===== src/rtl/tkz_revert_ctrl_32b_pkg.sv =====
// ---------------------------------------------------------------------------
// tkz_revert_pkg
// Shared definitions for the tweakey-lane revert controller and the
// Romulus-N core FSM that calls it once per block.
//   - DEF_ROUNDS / DEF_CYC_PER_ROUND : default SKINNY-128-384+ schedule on the
//     32-bit masked datapath (40 rounds x 4 cycles).
//   - tkz_state_e : controller state encoding (IDLE, RUN, REVERT).
//   - CNT_W()     : width of a counter that must reach total-1.
// No ports; this is a package.
// ---------------------------------------------------------------------------
package tkz_revert_pkg;

  localparam int DEF_ROUNDS        = 40;
  localparam int DEF_CYC_PER_ROUND = 4;

  typedef enum logic [1:0] {
    IDLE   = 2'd0,
    RUN    = 2'd1,
    REVERT = 2'd2
  } tkz_state_e;

  // Width needed to count 0 .. total-1. A total of one or two still gets a
  // single bit so the counter never collapses to a zero-width vector.
  function automatic int CNT_W(input int total);
    if (total <= 2) begin
      return 1;
    end
    return $clog2(total);
  endfunction

endpackage


===== src/rtl/tkz_revert_ctrl_32b_if.sv =====
// ---------------------------------------------------------------------------
// tkz_revert_ctrl_32b_if
// Bundle between the core FSM (master) and the tweakey revert controller
// (slave).
//   start             : master -> slave, begin a block (taken only in IDLE)
//   halt              : master -> slave, pause the run
//   abort             : master -> slave, end the run early
//   tkz[63:0]         : master -> slave, live tweakey-lane contents
//   skinny_tkz_revert : slave -> master, registered snapshot of the lane
//   enc               : slave -> master, lane update enable
//   se                : slave -> master, 1 = reload snapshot, 0 = round update
//   busy              : slave -> master, high in RUN and REVERT
//   done              : slave -> master, one-cycle pulse in REVERT
// ---------------------------------------------------------------------------
interface tkz_revert_ctrl_32b_if;

  logic        start;
  logic        halt;
  logic        abort;
  logic [63:0] tkz;
  logic [63:0] skinny_tkz_revert;
  logic        enc;
  logic        se;
  logic        busy;
  logic        done;

  modport master (
    output start,
    output halt,
    output abort,
    output tkz,
    input  skinny_tkz_revert,
    input  enc,
    input  se,
    input  busy,
    input  done
  );

  modport slave (
    input  start,
    input  halt,
    input  abort,
    input  tkz,
    output skinny_tkz_revert,
    output enc,
    output se,
    output busy,
    output done
  );

endinterface


===== src/rtl/tkz_revert_ctrl_32b_run_cnt.sv =====
// ---------------------------------------------------------------------------
// tkz_run_cnt
// Up-counter that walks through one SKINNY run. It is reloaded to zero when a
// block is accepted, advances on every enabled cycle and flags the last run
// cycle on tc_o.
//   clk      : system clock, rising edge
//   rst      : asynchronous, active-low reset
//   clear_i  : load zero (wins over enable_i)
//   enable_i : advance by one
//   tc_o     : count equals TOTAL-1
// ---------------------------------------------------------------------------
module tkz_run_cnt
  import tkz_revert_pkg::*;
#(
  parameter int TOTAL = DEF_ROUNDS * DEF_CYC_PER_ROUND,
  parameter int W     = CNT_W(TOTAL)
) (
  input  logic clk,
  input  logic rst,
  input  logic clear_i,
  input  logic enable_i,
  output logic tc_o
);

  localparam logic [W-1:0] TcVal = W'(TOTAL - 1);

  logic [W-1:0] count_q;
  logic [W-1:0] count_d;

  // Next count: a clear reloads zero, otherwise advance while enabled. The
  // counter parks on the terminal value instead of wrapping, so an
  // extra enabled cycle after tc can never alias back to an early count.
  always_comb begin
    count_d = count_q;
    if (clear_i) begin
      count_d = '0;
    end else if (enable_i && (count_q != TcVal)) begin
      count_d = count_q + W'(1);
    end
  end

  // Count register, cleared straight away by the asynchronous reset.
  always_ff @(posedge clk or negedge rst) begin
    if (!rst) begin
      count_q <= '0;
    end else begin
      count_q <= count_d;
    end
  end

  // Terminal count marks the final cycle of the run.
  assign tc_o = (count_q == TcVal);

endmodule


===== src/rtl/tkz_revert_ctrl_32b.sv =====
// ---------------------------------------------------------------------------
// tkz_revert_ctrl_32b
// Sending-side controller for the tweakey-lane register of the 32-bit masked
// SKINNY datapath. On start it snapshots the 64-bit lane and enables the lane
// update for every cycle of a SKINNY run. The run ends with one REVERT cycle
// that selects the snapshot path (se=1) with enc=1, so the lane goes back to
// its pre-block value ready for the next Romulus block.
//   clk  : system clock, rising edge
//   rst  : asynchronous, active-low reset
//   bus  : tkz_revert_ctrl_32b_if.slave
//          in : start, halt, abort, tkz[63:0]
//          out: skinny_tkz_revert[63:0], enc, se, busy, done
// Parameters:
//   ROUNDS        : SKINNY round count
//   CYC_PER_ROUND : datapath cycles per round
// ---------------------------------------------------------------------------
module tkz_revert_ctrl_32b
  import tkz_revert_pkg::*;
#(
  parameter int ROUNDS        = DEF_ROUNDS,
  parameter int CYC_PER_ROUND = DEF_CYC_PER_ROUND
) (
  input  logic                  clk,
  input  logic                  rst,
  tkz_revert_ctrl_32b_if.slave  bus
);

  localparam int TotalCyc = ROUNDS * CYC_PER_ROUND;
  localparam int CntW     = CNT_W(TotalCyc);

  tkz_state_e  state_q;
  logic [63:0] snapshot_q;
  logic        busy_q;
  logic        se_q;
  logic        done_q;

  logic        startAccept;
  logic        runAdvance;
  logic        runTc;

  // A start only counts in IDLE; anywhere else it is dropped, not queued.
  assign startAccept = (state_q == IDLE) && bus.start;

  // The run counter advances on RUN cycles that are neither halted nor
  // aborted; an abort leaves RUN on the next edge so its count is irrelevant.
  assign runAdvance = (state_q == RUN) && !bus.halt && !bus.abort;

  tkz_run_cnt #(
    .TOTAL (TotalCyc),
    .W     (CntW)
  ) u_run_cnt (
    .clk      (clk),
    .rst      (rst),
    .clear_i  (startAccept),
    .enable_i (runAdvance),
    .tc_o     (runTc)
  );

  // Controller FSM. busy/se/done are registered alongside the state so they
  // come straight off flops. The snapshot is loaded only when a start is
  // accepted and otherwise holds through RUN, REVERT and IDLE, so replaying
  // REVERT always restores the same pre-block lane value. Abort beats halt;
  // the terminal count only ends the run on a non-halted cycle.
  always_ff @(posedge clk or negedge rst) begin
    if (!rst) begin
      state_q    <= IDLE;
      snapshot_q <= '0;
      busy_q     <= 1'b0;
      se_q       <= 1'b0;
      done_q     <= 1'b0;
    end else begin
      unique case (state_q)
        IDLE: begin
          if (bus.start) begin
            state_q    <= RUN;
            snapshot_q <= bus.tkz;
            busy_q     <= 1'b1;
          end
        end
        RUN: begin
          if (bus.abort || (!bus.halt && runTc)) begin
            state_q <= REVERT;
            se_q    <= 1'b1;
            done_q  <= 1'b1;
          end
        end
        REVERT: begin
          state_q <= IDLE;
          busy_q  <= 1'b0;
          se_q    <= 1'b0;
          done_q  <= 1'b0;
        end
        default: begin
          state_q <= IDLE;
          busy_q  <= 1'b0;
          se_q    <= 1'b0;
          done_q  <= 1'b0;
        end
      endcase
    end
  end

  // enc is the one output with a path from an input: during RUN it drops in
  // the very cycle halt is raised, so a paused lane is not clocked. In REVERT
  // se_q is set and enc is forced high to load the snapshot.
  assign bus.enc               = se_q | (busy_q & ~bus.halt);
  assign bus.se                = se_q;
  assign bus.busy              = busy_q;
  assign bus.done              = done_q;
  assign bus.skinny_tkz_revert = snapshot_q;

endmodule

===== src/flat_wrapper.sv =====
// flat-port wrapper written by rule: the top's interface ports become plain ports
module tkz_revert_ctrl_32b_flat import tkz_revert_pkg::*;
#(
  parameter int ROUNDS        = DEF_ROUNDS,
  parameter int CYC_PER_ROUND = DEF_CYC_PER_ROUND
)
  (clk, rst, bus_start, bus_halt, bus_abort, bus_tkz, bus_skinny_tkz_revert, bus_enc, bus_se, bus_busy, bus_done);
  tkz_revert_ctrl_32b_if bus_i ();
  input  logic clk;
  input  logic rst;
  input wire logic [$bits(bus_i.start)-1:0] bus_start;
  input wire logic [$bits(bus_i.halt)-1:0] bus_halt;
  input wire logic [$bits(bus_i.abort)-1:0] bus_abort;
  input wire logic [$bits(bus_i.tkz)-1:0] bus_tkz;
  output wire logic [$bits(bus_i.skinny_tkz_revert)-1:0] bus_skinny_tkz_revert;
  output wire logic [$bits(bus_i.enc)-1:0] bus_enc;
  output wire logic [$bits(bus_i.se)-1:0] bus_se;
  output wire logic [$bits(bus_i.busy)-1:0] bus_busy;
  output wire logic [$bits(bus_i.done)-1:0] bus_done;
  assign bus_i.start = bus_start;
  assign bus_i.halt = bus_halt;
  assign bus_i.abort = bus_abort;
  assign bus_i.tkz = bus_tkz;
  assign bus_skinny_tkz_revert = bus_i.skinny_tkz_revert;
  assign bus_enc = bus_i.enc;
  assign bus_se = bus_i.se;
  assign bus_busy = bus_i.busy;
  assign bus_done = bus_i.done;
  tkz_revert_ctrl_32b #(.ROUNDS(ROUNDS), .CYC_PER_ROUND(CYC_PER_ROUND)) u_core (.clk(clk), .rst(rst), .bus(bus_i));
endmodule

===== config.mk =====
export PLATFORM = sky130hd
export DESIGN_NAME = tkz_revert_ctrl_32b_flat
export DESIGN_NICKNAME = d
export VERILOG_FILES = /design/src/rtl/tkz_revert_ctrl_32b_pkg.sv /design/src/rtl/tkz_revert_ctrl_32b_if.sv /design/src/rtl/tkz_revert_ctrl_32b_run_cnt.sv /design/src/rtl/tkz_revert_ctrl_32b.sv /design/src/flat_wrapper.sv
export SDC_FILE = /design/constraint.sdc
export NUM_CORES = 1
export LEC_CHECK = 0
export ABC_AREA = 1
export BUFFER_PORTS_ARGS = -buffer_cell sky130_fd_sc_hd__buf_4
export CORE_ASPECT_RATIO = 1.75
export CORE_UTILIZATION = 41
export CTS_CLUSTER_SIZE = 24
export DETAILED_ROUTE_END_ITERATION = 8
export PLACE_DENSITY_LB_ADDON = 0.05
export SLEW_MARGIN = 20
export SYNTH_ARGS = -nofsm -noshare
export SYNTH_HDL_FRONTEND = slang
export SYNTH_HIERARCHICAL = 1
export SYNTH_SLANG_ARGS = --single-unit

===== constraint.sdc =====
create_clock -name clk -period 3.4 [get_ports clk]
set_input_delay 0.34 -clock clk [delete_from_list [all_inputs] [get_ports clk]]
set_output_delay 0.34 -clock clk [all_outputs]
set_load 0.05 [all_outputs]

==> results.md, run 1 <==
- Status: completed
- Minimum period implied by the final worst setup slack: 1.769 ns
- FILL cells: 699
- Critical path startpoint category: register
- Largest net degree at the start of global routing: 77
- FP Rows: 42
- Post-synthesis compound-gate area fraction: 1.157%
- DR WL/cell: 14.02 um
- Tightest Hold Check Type: primary input to asynchronous set/reset pin
- All-layer global routing usage: 21.23%
- Crit end category: register
- Tightest Pin Transition: 0.9418 ns
- DRC violations left: 0
- Share of final-layout standard cells stronger than drive strength 1: 32.35%
- Worst-case clock buffer depth: 2
- Number of antenna violations at the first check in global routing: 0
- TritonCTS clock tree: built
- Number of top-level design ports: 137
- Lkg Pwr: 0.002547 uW
- VDD IR max: 0.6630 mV
- Number of buffers inserted by post-CTS setup repair: 0
- Clock transition time at the flip-flop clock pins of the worst setup and hold paths: 0.06 ns
- Worst Hold Slack: 0.1480 ns
- Worst path required time: 3.62 ns
- Count of routing violations after the opening detailed-route iteration: 166
- Arrival @ worst endpoint: 1.99 ns
- Number of H-tree levels: 3
- Resize count post-CTS: 0
- Number of clock sinks seen by CTS: 76
- Post-CTS Hold Buffers: 0
- Vias in the first global route: 2796
- Total gr overflow: 0
- Via density per instance: 4.909
- Vias after detailed routing: 2921
- TritonRoute pass-1 iters: 4
- Share of synthesized cell area in and, or, nand and nor gates: 33.18%
- First-pass GRT wire length: 13720 um
- Final setup violation count: 0
- Number of buffers inserted during clock tree synthesis: 9
- Post-layout net count: 572
- MaxCap Viol Count: 0
- Final RePlAce weighted congestion: 0.8314
- Placeable core area: 7620 um^2
- Start-to-end type of the worst setup path: register to register
- Detailed Place HPWL: 5658 um
- Die Footprint: 8284 um^2
- Largest area contributor in the netlist: sky130_fd_sc_hd__dfrtp_1
- Count of flip-flops with a built-in enable after synthesis: 0
- Proportion of synthesized area in mux cells: 0%
- Most used standard cell by instance count after synthesis: sky130_fd_sc_hd__nand2_1
- FFs w/ async S/R, synth: 100.0%
- Number of nets still failing antenna checks after routing: 0
- Final antenna diode count: 0
- Maximum fanout encountered on the critical timing path: 30
- Primary FF master, synth: sky130_fd_sc_hd__dfrtp_1
- Post-synthesis sequential element count: 76
- Average instance area after synthesis: 8.671 um^2
- Netlist Area Pre-Place: 3243 um^2
- Xor and xnor area share after synthesis: 0.2701%
- Unrepaired setup endpoints after global routing: false
- Register area share after synthesis: 58.64%
- Total of buffers placed on input and output ports: 136
- Post-route setup TNS: 0 ns
- Part of the cycle the worst path needs: 52.02%
- Net Count, Synth: 444
- Fraction of synthesized cell area taken by the top area cell type: 58.64%
- Layout overhead on the synthesized area: 40.66%
- Horizontal extent of the die: 69.23 um
- Achievable Freq: 0.5654 GHz
- Initial core utilization: 42.56%
- Final Hold Fails: 0
- Synth Area in Adders: 0.3858%
- Final-report max-slew violation count: 0
- Clock insertion delay at the later pin of the skew report: 0.33 ns
- Cell count after synthesis: 374
- Dominant combinational cell family by area after synthesis: simple AND/OR/NAND/NOR gates
- Area contributors post-synth: sky130_fd_sc_hd__dfrtp_1 (59%), sky130_fd_sc_hd__nand2_1 (18%), sky130_fd_sc_hd__nand3_1 (11%), sky130_fd_sc_hd__buf_2 (1.9%), sky130_fd_sc_hd__buf_4 (1.6%)
- Number of distinct library cells after synthesis: 21
- Reg-to-reg slack, setup: 1.63 ns
- Total wire length: 8341 um
- Clk root buf: sky130_fd_sc_hd__clkbuf_16
- Post-Route Skew: 0.004937 ns
- Tightest slew margin relative to the limit: 37.21%
- Share of the core filled with cells: 59.87%
- Synth cell count leaders: sky130_fd_sc_hd__nand2_1 (158), sky130_fd_sc_hd__dfrtp_1 (76), sky130_fd_sc_hd__nand3_1 (72)
- Cell area power density: 1053 nW/um^2
- Vertical extent of the die: 119.7 um
- Yosys warns: 6
-- routing by layer --
layer / vias up / GRT usage (%) / part of all wire, %
li1: 1439 / - / -
met1: 1391 / 25.89 / 39
met2: 79 / 35.44 / 54
met3: 12 / 5.122 / 4.6
met4: 0 / 9.311 / 2.0
met5: - / 0 / 0
-- power breakdown --
group / total [uW] / switching (uW) / leakage (uW) / internal (uW)
registers: 1450 / 208 / 0.000948 / 1240
clock network: 954 / 349 / 0.000149 / 605
logic: 2400 / 1740 / 0.00145 / 655
total: 4800 / 2300 / 0.00255 / 2500
-- state kept, by name, indices dropped and copies added, names as in the netlist --
name and cells:
u_core/bus.busy 1, u_core/state_q 2, u_core/u_run_cnt/count_q 8, u_core/bus.skinny_tkz_revert 64, u_core/bus.done 1
-- cell type report --
type	instances	area [um^2]	area share, %
well taps	88	110.1	2.414
multi-input cells	260	1142	25.04
inverters	16	60.06	1.317
clock buffers	12	256.5	5.623
repair buffers	139	1044	22.87
clock inverters	4	47.55	1.042
flip-flops and latches	76	1902	41.69
-- cell families (layout without fill, tap and decap cells) --
group                      count (synthesis)  in the layout
xor gates and xnor gates                   1              1
buffers and inverters                     38            171
and+or+nand+nor                          251            251
DFF                                       76             76
AOI/OAI and AO/OA                          7              7
adders and majority gates                  1              1
-- critical path, stage by stage (launching register included) --
cell and delay (ns):
sky130_fd_sc_hd__dfrtp_1 0.42, sky130_fd_sc_hd__nor2_4 0.06, sky130_fd_sc_hd__nand2_2 0.43, sky130_fd_sc_hd__inv_1 0.28, sky130_fd_sc_hd__inv_2 0.18, sky130_fd_sc_hd__nand2_1 0.13
sky130_fd_sc_hd__nand2_1 0.09, sky130_fd_sc_hd__nand2_1 0.05
-- worst paths after layout --
check	cells past startpoint	to	from
max in group asynchronous	1	u_core/u_run_cnt/count_q[4]$_DFFE_PN0P_	rst
min reg2reg	2	u_core/bus.skinny_tkz_revert[40]$_DFFE_PN0P_	u_core/bus.skinny_tkz_revert[40]$_DFFE_PN0P_
min in group clk	3	u_core/bus.skinny_tkz_revert[59]$_DFFE_PN0P_	bus_tkz[59]
max reg2reg	7	u_core/u_run_cnt/count_q[3]$_DFFE_PN0P_	u_core/state_q[1]$_DFFE_PN0P_
max	7	u_core/u_run_cnt/count_q[3]$_DFFE_PN0P_	u_core/state_q[1]$_DFFE_PN0P_
min	1	u_core/bus.skinny_tkz_revert[34]$_DFFE_PN0P_	rst
-- metrics by stage --
step / power (uW) / instances / area, um^2 / worst slack, ns
finish: 4803 / 595 / 4562 / 1.631
global route: 5041 / 595 / 4562 / 1.442
CTS: 4855 / 595 / 4562 / 1.590
detailed placement: 3885 / 579 / 4258 / 1.602
global placement: 3859 / 579 / 4258 / 1.665
floorplan: 3122 / 374 / 3243 / 1.597
-- placed cells by master (no fill, tap or decap) --
cell type / synthesis / routed
sky130_fd_sc_hd__clkinv_2: 0 / 2
sky130_fd_sc_hd__nand2_1: 158 / 157
sky130_fd_sc_hd__clkinvlp_4: 0 / 1
sky130_fd_sc_hd__inv_2: 3 / 3
sky130_fd_sc_hd__buf_4: 7 / 139
sky130_fd_sc_hd__o21bai_1: 1 / 1
sky130_fd_sc_hd__o21ai_1: 3 / 3
sky130_fd_sc_hd__nand2_2: 2 / 3
sky130_fd_sc_hd__a21oi_1: 1 / 1
sky130_fd_sc_hd__nand3_1: 72 / 72
sky130_fd_sc_hd__ha_1: 1 / 1
sky130_fd_sc_hd__xor2_1: 1 / 1
sky130_fd_sc_hd__clkbuf_16: 0 / 9
sky130_fd_sc_hd__nor2_1: 12 / 12
sky130_fd_sc_hd__inv_1: 13 / 13
sky130_fd_sc_hd__clkbuf_1: 0 / 1
sky130_fd_sc_hd__nor3_1: 2 / 2
sky130_fd_sc_hd__nor2_4: 2 / 3
sky130_fd_sc_hd__o21ai_0: 2 / 2
sky130_fd_sc_hd__nor2_8: 1 / 1
sky130_fd_sc_hd__dfrtp_1: 76 / 76
sky130_fd_sc_hd__nand4_1: 1 / 1
sky130_fd_sc_hd__bufinv_16: 0 / 1
sky130_fd_sc_hd__clkbuf_8: 0 / 2
Power figures use the tool's default switching activity.
==> inputs of run 2 (changes only) <==
==> constraint.sdc (replaced) <==
create_clock -name clk -period 1.64 [get_ports clk]
set_input_delay 0.164 -clock clk [delete_from_list [all_inputs] [get_ports clk]]
set_output_delay 0.164 -clock clk [all_outputs]
set_load 0.05 [all_outputs]
==> run 2 against run 1 <==
Net effect:
- clock-buffer cell count is the same
- hold slack lost 0.092 ns
- clock power grew 110%
- global-route usage grew 1.3 points
- worst setup slack lost 1.4 ns
- critical endpoint unchanged
- highest routed layer unchanged
==> results.md, run 2 (same netlist as run 1, synthesis figures left out) <==
- Finished layout cell area: 4642 um^2 (+1.8%)
- Reg-to-reg endpoint: u_core/u_run_cnt/count_q[3]$_DFFE_PN0P_
- Critical path startpoint category: register
- Lkg Pwr: 0.002590 uW (+1.7%)
- Worst path required time: 1.87 ns (-1.75 ns)
- Vias after detailed routing: 2913 (-0.27%)
- Maximum fanout encountered on the critical timing path: 7 (-77%)
- Number of clock sinks seen by CTS: 76 (unchanged)
- Tightest slew margin relative to the limit: 73.04% (+36 points)
- Die Footprint: 8284 um^2 (unchanged)
- Worst hold stages: 3
- Number of placed instances, taps included: 585 (+1.0%)
- Area occupied by multi-input gates: 1142 um^2 (unchanged)
- Status: completed
- Crit end category: register
- Vias in the first global route: 2916 (+4.3%)
- Switching power: 4812 uW (+110%)
- Post-layout net count: 579 (+1.2%)
- Number of antenna violations at the first check in global routing: 0 (unchanged)
- Via density per instance: 4.839 (-1.4%)
- Delay contributed by the slowest stage of the critical path: 0.43 ns (about the same)
- Unrepaired setup endpoints after global routing: false
- Clk root buf: sky130_fd_sc_hd__clkbuf_16
- Cell-internal power: 5238 uW (+110%)
- Master of the slowest instance on the critical path: sky130_fd_sc_hd__dfrtp_1
- Number of buffers inserted during clock tree synthesis: 9 (unchanged)
- Number of nets still failing antenna checks after routing: 0 (unchanged)
- Instance area after placement: 4328 um^2 (+1.6%)
- Switching share of power: 47.88% (about the same)
- Number of H-tree levels: 3 (unchanged)
- Part of the cycle the worst path needs: 87.22% (+35 points)
- Number of non-filler instances in the completed layout: 602 (+1.2%)
- Achievable Freq: 0.6991 GHz (+24%)
- Initial core utilization: 42.56% (unchanged)
- Layout overhead on the synthesized area: 43.13%
- Horizontal extent of the die: 69.23 um (unchanged)
- Final setup violation count: 0 (unchanged)
- Final Hold Fails: 0 (unchanged)
- GR met1 Demand/Resource: 25.56% (-0.34 points)
- Cells along the critical path: inv_1, nand2_1, nor3_1, inv_1, nor2_4, nor2_8, nand2_1, nand2_1
- Leading cell type in the layout, fill and taps excluded: sky130_fd_sc_hd__nand2_1
- Met3 capacity usage during global routing: 4.786% (-0.34 points)
- Vertical extent of the die: 119.7 um (unchanged)
- Flip-flop count of the largest register, all copies and words added: 64 (unchanged)
- Global route hottest layer: met2
- Start-to-end type of the worst setup path: register to register
- Reg-to-reg slack, setup: 0.21 ns (-1.42 ns)
- Number of top-level design ports: 137 (unchanged)
- Largest net degree at the start of global routing: 49 (-36%)
- Clock insertion delay at the later pin of the skew report: 0.34 ns (about the same)
- VDD IR max: 1.050 mV (+58%)
- Arrival @ worst endpoint: 1.66 ns (-0.33 ns)
- Hold Startpoint: bus_tkz[41]
- Share of the core filled with cells: 60.92% (+1.1 points)
- Final RePlAce weighted congestion: 0.8174 (-1.7%)
- TritonCTS clock tree: built
- Share of final-layout standard cells stronger than drive strength 1: 33.07% (+0.73 points)
- FILL cells: 686 (-1.9%)
- Startpoint of the worst register-to-register path: u_core/state_q[1]$_DFFE_PN0P_
- Detailed Place HPWL: 6081 um (+7.5%)
- Met2 usage: 39.68% (+4.2 points)
- Tightest Hold Check Type: primary input to register
- Post-route setup TNS: 0 ns (unchanged)
- Worst Hold Endpoint: u_core/bus.skinny_tkz_revert[41]$_DFFE_PN0P_
- Count of routing violations after the opening detailed-route iteration: 180 (+8.4%)
- Final-report max-slew violation count: 0 (unchanged)
- First-pass GRT wire length: 14460 um (+5.3%)
- Clock group share of total power: 19.8% (about the same)
- Total of buffers placed on input and output ports: 136 (unchanged)
- Clock transition time at the flip-flop clock pins of the worst setup and hold paths: 0.06 ns (about the same)
- Placeable core area: 7620 um^2 (unchanged)
- All-layer global routing usage: 22.52% (+1.3 points)
- Reg area: 1902 um^2 (unchanged)
- MaxCap Viol Count: 0 (unchanged)
- Final antenna diode count: 0 (unchanged)
- Cell area power density: 2165 nW/um^2 (+110%)
- Final Total Pwr: 10050 uW (+110%)
- Number of cell instances on the worst register-to-register path: 8 (+1)
- TritonRoute pass-1 iters: 4 (unchanged)
- Minimum period implied by the final worst setup slack: 1.430 ns (-0.3382 ns)
- Tightest Pin Transition: 0.4045 ns (-0.5373 ns)
- DRC violations left: 0 (unchanged)
- Highest-count cells in the layout ignoring fill and taps: sky130_fd_sc_hd__nand2_1 (157), sky130_fd_sc_hd__buf_4 (143), sky130_fd_sc_hd__dfrtp_1 (76), sky130_fd_sc_hd__nand3_1 (72), sky130_fd_sc_hd__inv_1 (13)
- Combinational Power Share: 50.4% (+0.5 points)
- Most used cell along the critical path: sky130_fd_sc_hd__nand2_1
- Sequential Power Share: 29.8% (-0.4 points)
- DR WL/cell: 14.44 um (+3.0%)
- FP Rows: 42 (unchanged)
- Total gr overflow: 0 (unchanged)
- Worst-case clock buffer depth: 2 (unchanged)
- Post-Route Skew: 0.005115 ns (+0.0001776 ns)
- Total wire length: 8695 um (+4.2%)
run 2: cell types whose count changed in the layout (fill, tap and decap cells not counted):
cell	change
sky130_fd_sc_hd__dlygate4sd3_1	+1
sky130_fd_sc_hd__buf_12	+2
sky130_fd_sc_hd__buf_4	+4
run 2: power by group through the flow:
stage	combinational, uW	clock (uW)	sequential [uW]
global placement	5060	0	2990
detailed placement	5100	0	3020
global route	5350	2100	3090
floorplan	1100	0	5370
CTS	5110	2040	3000
finish	5060	1990	3000
run 2: how the worst max path moves through the flow:
stage,startpoint,endpoint,slack [ns],depth (start not counted)
after detailed placement,u_core/u_run_cnt/count_q[0]$_DFFE_PN0P_,u_core/u_run_cnt/count_q[2]$_DFFE_PN0P_,0.24,9
after global placement,u_core/state_q[1]$_DFFE_PN0P_,u_core/u_run_cnt/count_q[7]$_DFFE_PN0P_,0.26,8
final,u_core/state_q[1]$_DFFE_PN0P_,u_core/u_run_cnt/count_q[3]$_DFFE_PN0P_,0.21,8
after global routing,u_core/state_q[1]$_DFFE_PN0P_,u_core/u_run_cnt/count_q[7]$_DFFE_PN0P_,0.08,7
after floorplan,u_core/bus.busy$_DFFE_PN0P_,bus_enc,0.01,2
after CTS,u_core/state_q[1]$_DFFE_PN0P_,u_core/u_run_cnt/count_q[3]$_DFFE_PN0P_,0.19,8
run 2: metrics by stage:
| step | hold slack [ns] | setup slack, ns |
|---|---|---|
| finish | 0.05633 | 0.2095 |
| detailed placement | 0.09830 | 0.2389 |
| global placement | 0.09683 | 0.2647 |
| floorplan | -0.1316 | 0.01262 |
| CTS | 0.04799 | 0.1855 |
| global route | 0.06579 | 0.07874 |
run 2: worst max-delay path, delay by kind of cell, from the launching register on:
| kind | cells | cell delay (ns) |
|---|---|---|
| flip-flops | 1 | 0.43 |
| buffers and inverters | 2 | 0.21 |
| AND/OR/NAND/NOR | 6 | 0.68 |
run 2: cell type report:
type	count	area share (%)
multi-input cells	260	24.61
clock buffers	12	5.526
clock inverters	4	1.024
well taps	88	2.372
repair buffers	146	24.20
inverters	16	1.294
flip-flops and latches	76	40.97
run 2: timing repair:
action | CTS | global route
setup endpoints to repair | 0 | 0
hold buffers | 1 | 0
setup buffers | 0 | 0
endpoints found under the hold margin | 24 | 0
resized for setup | 0 | 0
run 2: layer usage:
metal  share of wire (%)  vias to the layer above
li1                    -                     1444
met1                  38                     1370
met2                  55                       86
met3                 5.3                       13
met4                 2.5                        0
met5                   0                        -
==> inputs of run 3 (changes only) <==
--- a/config.mk
+++ b/config.mk
@@ -6,12 +6,13 @@
 export NUM_CORES = 1
 export LEC_CHECK = 0
 export ABC_AREA = 1
+export ABC_CLOCK_PERIOD_IN_PS = 1640
 export BUFFER_PORTS_ARGS = -buffer_cell sky130_fd_sc_hd__buf_4
 export CORE_ASPECT_RATIO = 1.75
 export CORE_UTILIZATION = 41
 export CTS_CLUSTER_SIZE = 24
 export DETAILED_ROUTE_END_ITERATION = 8
-export PLACE_DENSITY_LB_ADDON = 0.05
+export PLACE_DENSITY = 0.78
 export SLEW_MARGIN = 20
 export SYNTH_ARGS = -nofsm -noshare
 export SYNTH_HDL_FRONTEND = slang
==> run 3 against run 2 <==
Net effect:
- global-route usage decreased by 1.8 points
- via count increased by 0.41%
- first-iteration DRC count increased by 72%
- flip-flop and latch count unchanged
- sequential power about the same
==> results.md, run 3 (same netlist as run 1, synthesis figures left out) <==
- Part of the cycle the worst path needs: 88.63% (+1.4 points)
- Worst Hold Slack: 0.06325 ns (+0.006912 ns)
- Leading cell type in the layout, fill and taps excluded: sky130_fd_sc_hd__nand2_1
- Minimum period implied by the final worst setup slack: 1.454 ns (+0.02311 ns)
- FILL cells: 708 (+3.2%)
- Tightest Hold Check Type: primary input to register
- Count of routing violations after the opening detailed-route iteration: 309 (+72%)
- Arrival @ worst endpoint: 1.66 ns (about the same)
- Vertical extent of the die: 119.7 um (unchanged)
- TritonCTS clock tree: built
- Finished layout cell area: 4564 um^2 (-1.7%)
- Crit end category: register
- Number of nets still failing antenna checks after routing: 0 (unchanged)
- DRC violations left: 0 (unchanged)
- Vias in the first global route: 2890 (-0.89%)
- Number of clock sinks seen by CTS: 76 (unchanged)
- Unrepaired setup endpoints after global routing: false
- Instance area after placement: 4285 um^2 (-0.98%)
- Sequential Power Share: 30.7% (+0.9 points)
- Horizontal extent of the die: 69.23 um (unchanged)
- FP Rows: 42 (unchanged)
- Final Hold Fails: 0 (unchanged)
- Post-Route Skew: 0.005335 ns (+0.0002204 ns)
- Maximum fanout encountered on the critical timing path: 7 (unchanged)
- Initial core utilization: 42.56% (unchanged)
- Final Total Pwr: 9752 uW (-3.0%)
- Lkg Pwr: 0.002559 uW (-1.2%)
- Cell area power density: 2137 nW/um^2 (-1.3%)
- Reg-to-reg slack, setup: 0.19 ns (-0.02 ns)
- Status: completed
- Via density per instance: 4.891 (+1.1%)
- Tightest Pin Transition: 0.6598 ns (+0.2553 ns)
- Largest net degree at the start of global routing: 77 (+57%)
- VDD IR max: 0.9062 mV (-14%)
- Number of top-level design ports: 137 (unchanged)
- MaxCap Viol Count: 0 (unchanged)
- First-pass GRT wire length: 13610 um (-5.8%)
- Total gr overflow: 0 (unchanged)
- Clock insertion delay at the later pin of the skew report: 0.33 ns (about the same)
- Placeable core area: 7620 um^2 (unchanged)
- Share of final-layout standard cells stronger than drive strength 1: 32.75% (-0.33 points)
- Number of buffers inserted during clock tree synthesis: 9 (unchanged)
- Number of H-tree levels: 3 (unchanged)
- Clk root buf: sky130_fd_sc_hd__clkbuf_16
- Final-report max-slew violation count: 0 (unchanged)
- Total of buffers placed on input and output ports: 136 (unchanged)
- Tightest slew margin relative to the limit: 56.02% (-17 points)
- Layout overhead on the synthesized area: 40.74%
- Combinational Power Share: 51.3% (+0.9 points)
- Cell-internal power: 5000 uW (-4.6%)
- Total wire length: 8094 um (-6.9%)
- Switching power: 4753 uW (-1.2%)
- Die Footprint: 8284 um^2 (unchanged)
- Post-route setup TNS: 0 ns (unchanged)
- Final setup violation count: 0 (unchanged)
- Flip-flop count of the largest register, all copies and words added: 64 (unchanged)
- TritonRoute pass-1 iters: 4 (unchanged)
- Highest-count cells in the layout ignoring fill and taps: sky130_fd_sc_hd__nand2_1 (157), sky130_fd_sc_hd__buf_4 (140), sky130_fd_sc_hd__dfrtp_1 (76), sky130_fd_sc_hd__nand3_1 (72), sky130_fd_sc_hd__inv_1 (13)
- Number of antenna violations at the first check in global routing: 0 (unchanged)
- Clock transition time at the flip-flop clock pins of the worst setup and hold paths: 0.06 ns (about the same)
- All-layer global routing usage: 20.76% (-1.8 points)
- Post-layout net count: 575 (-0.69%)
- Worst-case clock buffer depth: 2 (unchanged)
- Start-to-end type of the worst setup path: register to register
- Switching share of power: 48.73% (+0.86 points)
- Final antenna diode count: 0 (unchanged)
- Worst path required time: 1.85 ns (-0.02 ns)
- Critical path startpoint category: register
- Detailed Place HPWL: 5582 um (-8.2%)
- DR WL/cell: 13.54 um (-6.3%)
- Number of buffers inserted by post-CTS setup repair: 0 (unchanged)
- Final RePlAce weighted congestion: 0.8510 (+4.1%)
- Vias after detailed routing: 2925 (+0.41%)
- Clock group share of total power: 18.0% (-1.8 points)
- Achievable Freq: 0.6880 GHz (-1.6%)
## run 3: cell count changes in the layout (fill, tap and decap cells not counted)
cell	delta
sky130_fd_sc_hd__buf_12	-1
sky130_fd_sc_hd__buf_4	-3
sky130_fd_sc_hd__bufinv_16	-1
sky130_fd_sc_hd__clkbuf_1	-1
sky130_fd_sc_hd__clkbuf_8	-1
sky130_fd_sc_hd__clkinv_2	+4
sky130_fd_sc_hd__clkinvlp_4	-1
## run 3: path summary, 6_finish.rpt
path                                                                      to  cells after the start                                    startpoint
worst max register to register       u_core/u_run_cnt/count_q[1]$_DFFE_PN0P_                      9       u_core/u_run_cnt/count_q[0]$_DFFE_PN0P_
max in group asynchronous            u_core/u_run_cnt/count_q[1]$_DFFE_PN0P_                      3                                           rst
min in group asynchronous       u_core/bus.skinny_tkz_revert[38]$_DFFE_PN0P_                      3                                           rst
worst min register to register  u_core/bus.skinny_tkz_revert[40]$_DFFE_PN0P_                      2  u_core/bus.skinny_tkz_revert[40]$_DFFE_PN0P_
worst max-delay path                 u_core/u_run_cnt/count_q[1]$_DFFE_PN0P_                      9       u_core/u_run_cnt/count_q[0]$_DFFE_PN0P_
worst min-delay path            u_core/bus.skinny_tkz_revert[56]$_DFFE_PN0P_                      3                                   bus_tkz[56]
## run 3: cell type report
| type | instances | area, um^2 | share of cell area [%] |
|---|---|---|---|
| inverter | 16 | 60.06 | 1.316 |
| clock inverter | 6 | 30.03 | 0.6579 |
| timing repair buffer | 142 | 1081 | 23.68 |
| sequential | 76 | 1902 | 41.67 |
| clock buffer | 10 | 239.0 | 5.236 |
| multi-input combinational | 260 | 1142 | 25.03 |
| tap | 88 | 110.1 | 2.412 |
## run 3: critical path, cell delays in order (launching register included)
cell	delay [ns]
sky130_fd_sc_hd__dfrtp_1	0.40
sky130_fd_sc_hd__ha_1	0.22
sky130_fd_sc_hd__nand2_1	0.10
sky130_fd_sc_hd__inv_2	0.06
sky130_fd_sc_hd__nand2_2	0.09
sky130_fd_sc_hd__nor2_4	0.05
sky130_fd_sc_hd__nor2_4	0.22
sky130_fd_sc_hd__nor2_8	0.07
sky130_fd_sc_hd__nand2_1	0.07
sky130_fd_sc_hd__nand2_1	0.05
## run 3: layer usage
metal	GRT usage [%]	vias to the layer above	share of wire, %
met4	9.056	0	3.3
li1	-	1443	-
met5	0	-	0
met1	25.00	1339	39
met2	34.71	120	52
met3	5.458	23	5.8
## run 3: repair_timing
item | 4_1_cts | 5_1_grt
hold buffers | 1 | 0
setup endpoints to repair | 0 | 0
hold endpoints to repair | 76 | 0
gates resized for setup | 0 | 0
## run 3: through the flow
stage / setup slack [ns] / util, % / cells
floorplan: 0.01262 / - / 374
global placement: 0.2581 / 56.24 / 581
detailed placement: 0.2041 / 56.24 / 581
CTS: 0.1765 / 59.90 / 598
global route: 0.03339 / 59.90 / 598
finish: 0.1864 / 59.90 / 598
## run 3: power by group through the flow
stage	Sequential (uW)	Combinational, uW	Clock (uW)
after floorplan	5370	1100	0
after global placement	3000	4960	0
after detailed placement	3020	5030	0
after CTS	3000	5040	1800
after global routing	3080	5280	1880
final	2990	5000	1760
